<file path="config.mk">
export PLATFORM = sky130hd
export DESIGN_NAME = regfile_wb_scheduler
export DESIGN_NICKNAME = d
export VERILOG_FILES = /design/src/rtl/core_pkg.sv /design/src/rtl/wb_arbiter.sv /design/src/rtl/regfile_wb_scheduler.sv
export SDC_FILE = /design/constraint.sdc
export NUM_CORES = 1
export LEC_CHECK = 0
export BUFFER_PORTS_ARGS = -buffer_cell sky130_fd_sc_hd__buf_4
export CELL_PAD_IN_SITES_DETAIL_PLACEMENT = 0
export CELL_PAD_IN_SITES_GLOBAL_PLACEMENT = 1
export CORE_MARGIN = 2
export CORE_UTILIZATION = 30
export DETAILED_ROUTE_END_ITERATION = 12
export PLACE_DENSITY_LB_ADDON = 0.1
export SLEW_MARGIN = 20
export SYNTH_ARGS = -nofsm -noshare
export SYNTH_HDL_FRONTEND = slang
export SYNTH_SLANG_ARGS = --single-unit
</file>
<file path="constraint.sdc">
create_clock -name CLK -period 4.12 [get_ports CLK]
set_input_delay 1.236 -clock CLK [delete_from_list [all_inputs] [get_ports CLK]]
set_output_delay 1.236 -clock CLK [all_outputs]
set_load 0.01 [all_outputs]
</file>
<file path="src/rtl/core_pkg.sv">
// Shared core definitions: register-file geometry, write-back request bundle
// and the write-back arbiter state encoding.
package core_pkg;

    localparam int NREG       = 32;
    localparam int AW         = 5;
    localparam int DW         = 32;
    localparam int STARVE_MAX = 4;
    localparam int STARVE_W   = $clog2(STARVE_MAX + 1);

    typedef logic [AW-1:0] reg_idx_t;
    typedef logic [DW-1:0] data_t;

    typedef enum logic [0:0] {
        ALU_PRI  = 1'b0,
        LONG_PRI = 1'b1
    } arb_state_t;

    // One write-back request as seen by the register-file write port.
    typedef struct packed {
        logic     valid;
        reg_idx_t rd;
        data_t    data;
    } wb_req_t;

endpackage

</file>
<file path="src/rtl/wb_arbiter.sv">
// Write-port arbiter: ALU path normally wins, the long-latency path is promoted
// for one grant after STARVE_MAX consecutive denials.
module wb_arbiter
    import core_pkg::*;
(
    input  logic     CLK,
    input  logic     RST,
    input  logic     alu_wb_valid,
    input  reg_idx_t alu_wb_rd,
    input  data_t    alu_wb_data,
    input  logic     long_wb_valid,
    input  reg_idx_t long_wb_rd,
    input  data_t    long_wb_data,
    output logic     alu_wb_ready,
    output logic     long_wb_ready,
    output wb_req_t  grant
);

    arb_state_t          state_q, state_d;
    logic [STARVE_W-1:0] starve_cnt_q, starve_cnt_d;
    logic                alu_grant;
    logic                long_grant;

    // Ready generation and grant muxing; reset presents the ALU-priority view.
    // NOTE: every signal assigned in an always_comb gets a default first, so no latch can be inferred.
    always_comb begin
        alu_wb_ready  = 1'b1;
        long_wb_ready = !alu_wb_valid;
        if (!RST && state_q == LONG_PRI) begin
            long_wb_ready = 1'b1;
            alu_wb_ready  = !long_wb_valid;
        end
        alu_grant  = alu_wb_valid & alu_wb_ready;
        long_grant = long_wb_valid & long_wb_ready;
        grant      = '0;
        if (alu_grant) begin
            grant = '{valid: 1'b1, rd: alu_wb_rd, data: alu_wb_data};
        end else if (long_grant) begin
            grant = '{valid: 1'b1, rd: long_wb_rd, data: long_wb_data};
        end
    end

    // Starvation counter and priority state transitions.
    always_comb begin
        state_d      = state_q;
        starve_cnt_d = starve_cnt_q;
        if (long_grant || !long_wb_valid) begin
            starve_cnt_d = '0;
        end else if (state_q == ALU_PRI && starve_cnt_q != STARVE_W'(STARVE_MAX)) begin
            starve_cnt_d = starve_cnt_q + 1'b1;
        end
        if (state_q == ALU_PRI) begin
            if (long_wb_valid && !long_wb_ready &&
                starve_cnt_q == STARVE_W'(STARVE_MAX - 1)) begin
                state_d = LONG_PRI;
            end
        end else if (long_grant || !long_wb_valid) begin
            state_d = ALU_PRI;
        end
    end

    // Arbiter state registers.
    // NOTE: sequential blocks use non-blocking assignments only, so every flop samples pre-edge values.
    always_ff @(posedge CLK) begin
        if (RST) begin
            state_q      <= ALU_PRI;
            starve_cnt_q <= '0;
        end else begin
            state_q      <= state_d;
            starve_cnt_q <= starve_cnt_d;
        end
    end

endmodule

</file>
<file path="src/rtl/regfile_wb_scheduler.sv">
// Write-back scheduler: owns the register-file write port, keeps the
// pending-write scoreboard used for RAW/WAW issue stalls, and flags writes
// that arrive for registers with no outstanding producer.
module regfile_wb_scheduler
    import core_pkg::*;
(
    input  logic            CLK,
    input  logic            RST,
    input  logic            issue_valid,
    input  reg_idx_t        issue_rs,
    input  reg_idx_t        issue_rt,
    input  reg_idx_t        issue_rd,
    output logic            issue_stall,
    input  logic            alu_wb_valid,
    input  reg_idx_t        alu_wb_rd,
    input  data_t           alu_wb_data,
    output logic            alu_wb_ready,
    input  logic            long_wb_valid,
    input  reg_idx_t        long_wb_rd,
    input  data_t           long_wb_data,
    output logic            long_wb_ready,
    output logic            rf_we,
    output reg_idx_t        rf_waddr,
    output data_t           rf_wdata,
    output logic [NREG-1:0] busy_mask,
    output logic            wb_err
);

    wb_req_t         grant;
    logic [NREG-1:0] pending_q, pending_d;
    logic            rf_we_q, rf_we_d;
    reg_idx_t        rf_waddr_q, rf_waddr_d;
    data_t           rf_wdata_q, rf_wdata_d;
    logic            wb_err_q, wb_err_d;
    logic            issue_accept;
    logic            wb_writes;

    wb_arbiter u_arb (
        .CLK           (CLK),
        .RST           (RST),
        .alu_wb_valid  (alu_wb_valid),
        .alu_wb_rd     (alu_wb_rd),
        .alu_wb_data   (alu_wb_data),
        .long_wb_valid (long_wb_valid),
        .long_wb_rd    (long_wb_rd),
        .long_wb_data  (long_wb_data),
        .alu_wb_ready  (alu_wb_ready),
        .long_wb_ready (long_wb_ready),
        .grant         (grant)
    );

    // Hazard check against registered pending bits only.
    always_comb begin
        issue_stall  = !RST && issue_valid &&
                       (pending_q[issue_rs] || pending_q[issue_rt] || pending_q[issue_rd]);
        issue_accept = issue_valid && !issue_stall;
    end

    // Scoreboard, write-port and error next-state.
    always_comb begin
        wb_writes = grant.valid && (grant.rd != '0);
        pending_d = pending_q;
        if (wb_writes) begin
            pending_d[grant.rd] = 1'b0;
        end
        if (issue_accept && issue_rd != '0) begin
            pending_d[issue_rd] = 1'b1;
        end
        pending_d[0] = 1'b0;
        rf_we_d    = wb_writes;
        rf_waddr_d = wb_writes ? grant.rd   : rf_waddr_q;
        rf_wdata_d = wb_writes ? grant.data : rf_wdata_q;
        wb_err_d   = wb_err_q || (wb_writes && !pending_q[grant.rd]);
    end

    // Scoreboard and registered write port.
    always_ff @(posedge CLK) begin
        if (RST) begin
            pending_q  <= '0;
            rf_we_q    <= 1'b0;
            rf_waddr_q <= '0;
            rf_wdata_q <= '0;
            wb_err_q   <= 1'b0;
        end else begin
            pending_q  <= pending_d;
            rf_we_q    <= rf_we_d;
            rf_waddr_q <= rf_waddr_d;
            rf_wdata_q <= rf_wdata_d;
            wb_err_q   <= wb_err_d;
        end
    end

    assign busy_mask = pending_q;
    assign rf_we     = rf_we_q;
    assign rf_waddr  = rf_waddr_q;
    assign rf_wdata  = rf_wdata_q;
    assign wb_err    = wb_err_q;

endmodule

</file>
==> run summary, run 1 <==
Clock Latency Late Sink = 0.34 ns
Psw = 497 uW
CTS tree = done
Final worst-path cycle share = 102%
VDD IR-drop max = 0.213 mV
Max clock buf depth = 2
Synth cell types = 45
Die Area = 14900 um2
Worst Setup End Kind = primary output
Die Ht = 122 um
WP data required = 2.88 ns
Syn Area/Cell = 8.65 um2
Syn nets = 582
Initial antenna violation count = 0
Grt met1 use = 29.0%
Gr busiest metal = met2
Crit-path max FO = 5
Number of I/O port buffers = 166
Via count = 4522
Worst Slack Setup Final = -0.0729 ns
First-pass GRT wire length = 24.6 mm
Max Slew Vio Count = 0
Ys flop type = dfxtp_1
Final nets = 742
Top post-synthesis cells by area = dfxtp_1, mux4_2, a221oi_1
GR Util met2 = 34.7%
Crit Path Category = input port to primary output
Clock Skews = 0.00694 ns
Sequential group share of total power = 41.3%
Internal power = 1.38 mW
Antenna-violating nets left = 0
Clock period minus worst slack = 4.19 ns
Synth-to-layout area growth = 43.6%
Worst Tran Pin Value = 0.633 ns
Failing checks = setup timing
Root buf cell = clkbuf_16
Total track usage = 21.9%
Fmax = 238 MHz
Share of power burned in the clock network = 38.3%
Dpl hpwl = 11.7 mm
Initial DRC count = 292
Vias in the first global route = 4301
Final setup violating endpoints = 1
Critical Path AT = 2.96 ns
Startpoint types = input port
Synth Register Bits = 74
Synth top cells by count = dfxtp_1, nand2_1, nor2_1, nor2b_1, o21ai_0
Antenna cell count = 0
Die width = 122 um
Comb power frac = 20.4%
Avg WL per Cell = 19.8 um
Final Util = 43.7%
GRT overflow = 0
Number of synthesized flops with an enable pin = 0
Pin count of the biggest net entering global routing = 55
Post-Syn Area = 4190 um2
# IOs = 168
Routed wire length = 16.4 mm
Post-synth top area share = 35.3%
Cts bufs inserted = 9
Clock transition at path regs = 0.05 ns
RSZ-0062 raised after global routing = yes
Yosys warns = 0
Power Dens Cells = 312 nW/um2
Final Hold Viols = 0
Pwr Total = 1.88 mW
Leading area contributor after synthesis = dfxtp_1
Mapped Cells = 485
Register area share after synthesis = 35.3%
Status = complete, but fails checks
Most used standard cell by instance count after synthesis = dfxtp_1
Max Cap Viol = 0
GR Util met3 = 4.51%
H-tree levels = 3
Layout cells sized above 1 = 36.8%
Initial Util = 30.5%
Row cnt = 43
Core area = 13800 um2
Worst slack, placed = -0.186 ns
Switching Share = 26.4%
Worst relative slew slack = 57.8%
Leakage = 2.48 nW
GP Congestion = 0.881
Routed vias/inst = 5.47
First-pass DRT Iterations = 5
Hold Path Class = register to register
Drc violations = 0
Clock sinks = 74
FFs w/ async S/R, synth = 0%
-- kinds of logic after synthesis --
logic type / after synthesis / share of synthesized area [%]
other: 1 / 0.0894
xor gates and xnor gates: 1 / 0.209
buffers and inverters: 41 / 3.97
DFF: 74 / 35.3
AOI/OAI and AO/OA: 131 / 20.3
and+or+nand+nor: 198 / 23.1
adders and majority gates: 3 / 0.895
muxes: 36 / 16.1
-- worst max-delay path, cell delays in order --
cell,delay [ns]
buf_12,0.09
mux4_2,0.48
mux4_2,0.50
mux2_4,0.31
nor2_4,0.12
nor3b_2,0.05
buf_4,0.17
-- cells in the final DEF (no fill, tap or decap), drive strengths merged, types with 2 or more instances in the layout --
master	n
buf	187
dfxtp	74
o21ai	65
nand2	51
nor2	50
nor2b	34
nor3	33
a221oi	32
mux4	25
nand3	13
clkbuf	12
a21oi	11
mux2i	8
nand4	6
a22o	5
a22oi	5
inv	3
a31oi	3
ha	3
nand2b	3
mux2	3
o211ai	2
a2111oi	2
nor3b	2
nand3b	2
-- per-layer routing --
layer / up-vias / part of all wire [%]
met5: - / 0
met1: 2168 / 43
li1: 2127 / -
met4: 0 / 2.4
met3: 31 / 7.4
met2: 196 / 47
-- per-stage QoR --
stage,hold WS [ns],setup TNS (ns),cells,area [um2]
final,0.478,-0.0729,826,6020
after global routing,0.513,-0.119,826,6020
after CTS,0.482,-0.0441,824,6010
after detailed placement,0.475,-0.186,811,5670
after global placement,0.449,-0.157,811,5670
after floorplan,0.481,0,485,4200
-- registers in the layout, indices dropped and copies added (netlist names) --
name and flops:
wb_err 1, rf_we 1, u_arb.starve_cnt_q 3, rf_waddr 5
rf_wdata 32, u_arb.state_q 1, busy_mask 31
-- area by class of cell --
class | count | area [um2]
inverter | 3 | 11.3
timing repair buffer | 187 | 1460
multi-input combinational | 370 | 2580
fill | 1421 | 7750
clock buffer | 12 | 267
sequential | 74 | 1480
tap | 180 | 225
-- worst paths after layout --
path         cells after the start       endpoint  slack (ns)          from
max reg2reg                      8  busy_mask[27]        1.35  busy_mask[7]
max                              7    issue_stall       -0.07   issue_rs[0]
min                              2    rf_waddr[2]        0.48   rf_waddr[2]
min reg2reg                      2    rf_waddr[2]        0.48   rf_waddr[2]
-- what timing repair did --
item	CTS	global route
endpoints found under the setup margin	1	1
resized for setup	11	1
buffers inserted	0	2
pin swaps	3	2
gates cloned	1	0
hold buffers	0	0
hold endpoints to repair	0	0
-- power groups by stage --
stage,clock network (mW),registers (mW),logic [mW]
after floorplan,0,0.803,0.167
after global placement,0,0.792,0.372
after detailed placement,0,0.793,0.375
after CTS,0.745,0.778,0.382
after global routing,0.773,0.782,0.417
final,0.720,0.778,0.383
(Power assumes the default switching activity.)
==> run 2, diff against run 1 <==
--- a/config.mk
+++ b/config.mk
@@ -9,7 +9,7 @@
 export CELL_PAD_IN_SITES_DETAIL_PLACEMENT = 0
 export CELL_PAD_IN_SITES_GLOBAL_PLACEMENT = 1
 export CORE_MARGIN = 2
-export CORE_UTILIZATION = 30
+export CORE_UTILIZATION = 32
 export DETAILED_ROUTE_END_ITERATION = 12
 export PLACE_DENSITY_LB_ADDON = 0.1
 export SLEW_MARGIN = 20
==> run summary, run 2 (synthesis results as in run 1) <==
Leakage = 2.44 nW (-1.5%)
Commonest non-fill, non-tap cells in the layout = buf_4, dfxtp_1, nand2_1
RR Startpoint = busy_mask[15]
Status = complete, but fails checks
Initial Util = 33.0% (+2.5 points)
GP Congestion = 0.934 (+5.9%)
Max clock buf depth = 2 (unchanged)
Cts bufs inserted = 9 (unchanged)
Drc violations = 0 (unchanged)
Die Ht = 118 um (-3.1%)
Row cnt = 41 (-4.7%)
Startpoint types = input port
Hold path depth = 2 (unchanged)
Fmax = 236 MHz (-0.92%)
WP data required = 2.88 ns (about the same)
Worst slack, placed = -0.141 ns (+0.0454 ns)
Pin count of the biggest net entering global routing = 58 (+5.5%)
Root buf cell = clkbuf_16
Placed insts = 799 (-1.5%)
Routed wire length = 16.6 mm (+1.4%)
Final Util = 46.7% (+3.0 points)
Final Hold Viols = 0 (unchanged)
CTS Hold Bufs = 0 (unchanged)
Worst Slack Setup Final = -0.112 ns (-0.0388 ns)
Worst path slowest cell = mux4_2
Number of I/O port buffers = 166 (unchanged)
Clock Latency Late Sink = 0.33 ns (about the same)
Most used cell, CP = mux4_2
Worst Tran Pin Value = 0.663 ns (+0.0294 ns)
Failing checks = setup timing
Multi-input gate area = 2580 um2 (unchanged)
VDD IR-drop max = 0.188 mV (-12%)
Routed vias/inst = 5.60 (+2.4%)
Finished Layout Cells = 815 (-1.3%)
Final setup violating endpoints = 1 (unchanged)
Dpl hpwl = 12.1 mm (+2.8%)
# IOs = 168 (unchanged)
GRT overflow = 0 (unchanged)
Max Slew Vio Count = 0 (unchanged)
Total track usage = 22.9% (+1.0 points)
First-pass GRT wire length = 24.9 mm (+0.90%)
Final worst-path cycle share = 103% (+0.94 points)
Reg area = 1480 um2 (unchanged)
Initial antenna violation count = 0 (unchanged)
Avg WL per Cell = 20.4 um (+2.8%)
First-pass DRT Iterations = 5 (unchanged)
CTS tree = done
Crit Path Category = input port to primary output
Vias in the first global route = 4424 (+2.9%)
Setup repair bufs after CTS = 0 (unchanged)
Worst setup path startpoint = issue_rt[0]
Max reg flops = 32 (unchanged)
Layout cells sized above 1 = 36.5% (-0.29 points)
Via count = 4567 (+1.0%)
Pwr Total = 1.85 mW (-1.7%)
Final nets = 736 (-0.81%)
Antenna-violating nets left = 0 (unchanged)
Commonest non-fill, non-tap cell in the layout = buf_4
Clock Skews = 0.00459 ns (-0.00235 ns)
WP depth = 8 (+1)
Core area = 12700 um2 (-7.6%)
Clock sinks = 74 (unchanged)
# fillers = 1259 (-11%)
Worst path bufs/invs = 2 (unchanged)
Synth-to-layout area growth = 41.7%
Clock period minus worst slack = 4.23 ns (+0.0388 ns)
H-tree levels = 3 (unchanged)
Crit path cell chain = buf_8, mux4_2, mux4_2, nand2b_1, nand4_1, nor2_4, nor3b_2, buf_4
Max Cap Viol = 0 (unchanged)
Initial DRC count = 408 (+40%)
Worst Setup End Kind = primary output
Die Area = 14000 um2 (-6.0%)
Hold Path Class = register to register
RSZ-0062 raised after global routing = yes
Power Dens Cells = 311 nW/um2 (-0.39%)
Worst relative slew slack = 55.6% (-2.2 points)
Crit-path max FO = 8 (+3)
Register-to-Register Path Depth = 7 (-1)
Critical Path AT = 3.00 ns (+0.04 ns)
Hold_sp = rf_waddr[2]
Clock transition at path regs = 0.06 ns (about the same)
Die width = 118 um (-3.1%)
Antenna cell count = 0 (unchanged)
CP max stage delay = 0.49 ns (about the same)
Top delay family on crit path = multiplexers
run 2: cell count changes in the layout (fill, tap and decap cells not counted), moves of 2 or more:
| cell | before | now |
|---|---|---|
| buf_4 | 183 | 177 |
| buf_12 | 3 | 1 |
| clkinvlp_4 | 0 | 2 |
| clkbuf_8 | 3 | 0 |
| clkinv_2 | 0 | 4 |
run 2: path summary, 6_finish.rpt:
| kind | endpoint | slack [ns] |
|---|---|---|
| setup / recovery | issue_stall | -0.11 |
| hold / removal | rf_waddr[2] | 0.46 |
| setup reg to reg | busy_mask[19] | 1.42 |
| hold reg to reg | rf_waddr[2] | 0.46 |
run 2: metrics by stage:
step                      hold WS (ns)  TNS, ns  instance area [um2]
after floorplan                  0.481        0                 4200
after global placement           0.451  -0.0909                 5620
after detailed placement         0.453   -0.141                 5620
after CTS                        0.460  -0.0378                 5910
after global routing             0.501   -0.123                 5940
final                            0.456   -0.112                 5940
run 2: power by group:
part	total (mW)	internal, mW	switching [mW]
combinational	0.376	0.182	0.194
sequential	0.778	0.752	0.0254
clock	0.696	0.399	0.297
run 2: timing repair:
action / in CTS / in global routing
pin swaps: 2 / 1
setup endpoints to repair: 1 / 1
gates cloned: 0 / 1
endpoints found under the hold margin: 0 / 0
gates resized for setup: 7 / 4
run 2: worst register-to-register path: stages, from the launching register on:
cell and delay, ns:
dfxtp_1 0.43, mux4_2 0.53, mux4_2 0.49, mux2_4 0.31, buf_4 0.15, nor3_2 0.25
nand3_2 0.25, o21ai_1 0.20
run 2: final cells by class:
cell class              instances  area share (%)
repair buffers                181            23.6
clock buffers                   9            3.79
well taps                     172            3.62
flip-flops and latches         74            24.9
inverters                       3           0.189
clock inverters                 6           0.589
multi-input cells             370            43.3
run 2: metal layers:
| metal | vias up | share of wire [%] | track usage [%] |
|---|---|---|---|
| met5 | - | 0 | 1.10 |
| li1 | 2115 | - | - |
| met4 | 0 | 1.9 | 6.62 |
| met3 | 33 | 10 | 7.96 |
| met1 | 2183 | 41 | 28.7 |
| met2 | 236 | 47 | 37.1 |
==> run 3, diff against run 2 <==
--- a/config.mk
+++ b/config.mk
@@ -11,7 +11,7 @@
 export CORE_MARGIN = 2
 export CORE_UTILIZATION = 32
 export DETAILED_ROUTE_END_ITERATION = 12
-export PLACE_DENSITY_LB_ADDON = 0.1
+export PLACE_DENSITY = 0.8
 export SLEW_MARGIN = 20
 export SYNTH_ARGS = -nofsm -noshare
 export SYNTH_HDL_FRONTEND = slang
==> run summary, run 3 (synthesis results as in run 1) <==
Total track usage = 22.9% (+0.065 points)
Pin count of the biggest net entering global routing = 74 (+28%)
Crit path cell chain = buf_12, mux4_2, mux4_2, mux2_4, nor2_4, nor3b_1, buf_4
Drc violations = 0 (unchanged)
Final Util = 48.0% (+1.2 points)
Commonest non-fill, non-tap cell in the layout = buf_4
Clock Latency Late Sink = 0.33 ns (about the same)
Max reg flops = 32 (unchanged)
# IOs = 168 (unchanged)
Power Dens Cells = 344 nW/um2 (+10%)
Routed wire length = 16.0 mm (-3.6%)
Clock sinks = 74 (unchanged)
Max Slew Vio Count = 0 (unchanged)
Initial antenna violation count = 0 (unchanged)
H-tree levels = 3 (unchanged)
Clock Skews = 0.00599 ns (+0.00140 ns)
Synth-to-layout area growth = 45.5%
Initial DRC count = 396 (-2.9%)
Layout cells sized above 1 = 37.4% (+0.82 points)
CP max stage delay = 0.50 ns (about the same)
Final Hold Viols = 0 (unchanged)
Worst path slowest cell = mux4_2
Worst Tran Pin Value = 0.811 ns (+0.148 ns)
Hold Path Class = register to register
Clock period minus worst slack = 4.21 ns (-0.0209 ns)
Final worst-path cycle share = 102% (-0.51 points)
Routed vias/inst = 5.67 (+1.2%)
Max Cap Viol = 0 (unchanged)
Detail Route met3 WL = 1.93 mm (+14%)
Crit-path max FO = 9 (+1)
Max clock buf depth = 2 (unchanged)
Avg WL per Cell = 19.4 um (-4.8%)
RSZ-0062 raised after global routing = yes
Crit Path Category = input port to primary output
Antenna-violating nets left = 0 (unchanged)
Core area = 12700 um2 (unchanged)
Root buf cell = clkbuf_16
Die Area = 14000 um2 (unchanged)
Via count = 4680 (+2.5%)
Antenna cell count = 0 (unchanged)
Cts bufs inserted = 9 (unchanged)
Worst Setup End Kind = primary output
Failing checks = setup timing
Vias in the first global route = 4557 (+3.0%)
Most used cell, CP = mux4_2
Number of I/O port buffers = 166 (unchanged)
Leakage = 2.54 nW (+3.8%)
Final Cell Area = 6100 um2 (+2.7%)
Highest Signal Layer = met4
CTS tree = done
GRT overflow = 0 (unchanged)
Startpoint types = input port
Final nets = 745 (+1.2%)
First-pass DRT Iterations = 5 (unchanged)
CTS Hold Bufs = 0 (unchanged)
Placed cell area = 5680 um2 (+1.2%)
Worst relative slew slack = 45.9% (-9.7 points)
Die Ht = 118 um (unchanged)
Clock transition at path regs = 0.06 ns (about the same)
VDD IR-drop max = 0.168 mV (-11%)
First-pass GRT wire length = 25.3 mm (+1.8%)
Critical Path AT = 2.97 ns (-0.03 ns)
Status = complete, but fails checks
Commonest non-fill, non-tap cells in the layout = buf_4, dfxtp_1, nand2_1
DR WL met2 = 7.22 mm (-7.9%)
Initial Util = 33.0% (unchanged)
WL met1 = 6.31 mm (-6.8%)
Dpl hpwl = 12.1 mm (+0.62%)
Die width = 118 um (unchanged)
Final setup violating endpoints = 1 (unchanged)
Worst Slack Setup Final = -0.0908 ns (+0.0209 ns)
Row cnt = 41 (unchanged)
GP Congestion = 0.964 (+3.3%)
Fmax = 237 MHz (+0.50%)
WP data required = 2.88 ns (about the same)
## run 3: timing repair
action,CTS,global route
setup endpoints to repair,1,1
gates cloned,0,0
gates resized for setup,9,0
pin swaps,2,1
buffers inserted,2,1
## run 3: worst paths after layout
path	from	end	slack [ns]	cells after the start
max reg2reg	busy_mask[30]	busy_mask[14]	1.38	9
min	rf_waddr[2]	rf_waddr[2]	0.48	2
max	issue_rs[0]	issue_stall	-0.09	7
min reg2reg	rf_waddr[2]	rf_waddr[2]	0.48	2
## run 3: report_power, final
group          total, mW  switching [mW]  internal, mW
clock              0.939           0.310         0.629
combinational      0.380           0.194         0.185
sequential         0.778          0.0257         0.752
total               2.10           0.530          1.57
## run 3: stage by stage
step | power, mW | setup WS (ns) | std cells | setup TNS, ns | hold WS [ns]
after floorplan | 0.971 | 0.0323 | 485 | 0 | 0.481
after global placement | 1.16 | -0.237 | 806 | -0.237 | 0.462
after detailed placement | 1.17 | -0.279 | 806 | -0.279 | 0.470
after CTS | 2.12 | -0.0692 | 824 | -0.0692 | 0.482
after global routing | 2.19 | -0.125 | 825 | -0.125 | 0.504
final | 2.10 | -0.0908 | 825 | -0.0908 | 0.481
## run 3: area by class of cell
cell class              instances  area, um2
multi-input cells             370       2570
clock buffers                  11        253
inverters                       3       11.3
well taps                     172        215
fillers                      1247       6620
clock inverters                 5        108
repair buffers                190       1460
flip-flops and latches         74       1480
## run 3: routing by layer
| layer | track usage, % | vias to the layer above |
|---|---|---|
| met5 | 0 | - |
| met4 | 11.1 | 0 |
| met3 | 7.58 | 45 |
| met2 | 35.3 | 290 |
| met1 | 28.9 | 2208 |
| li1 | - | 2137 |
## run 3: worst max-delay path: cells and delay by family
kind | cells | cell delay [ns]
simple gates | 2 | 0.21
mux | 3 | 1.28
buf+inv | 2 | 0.25
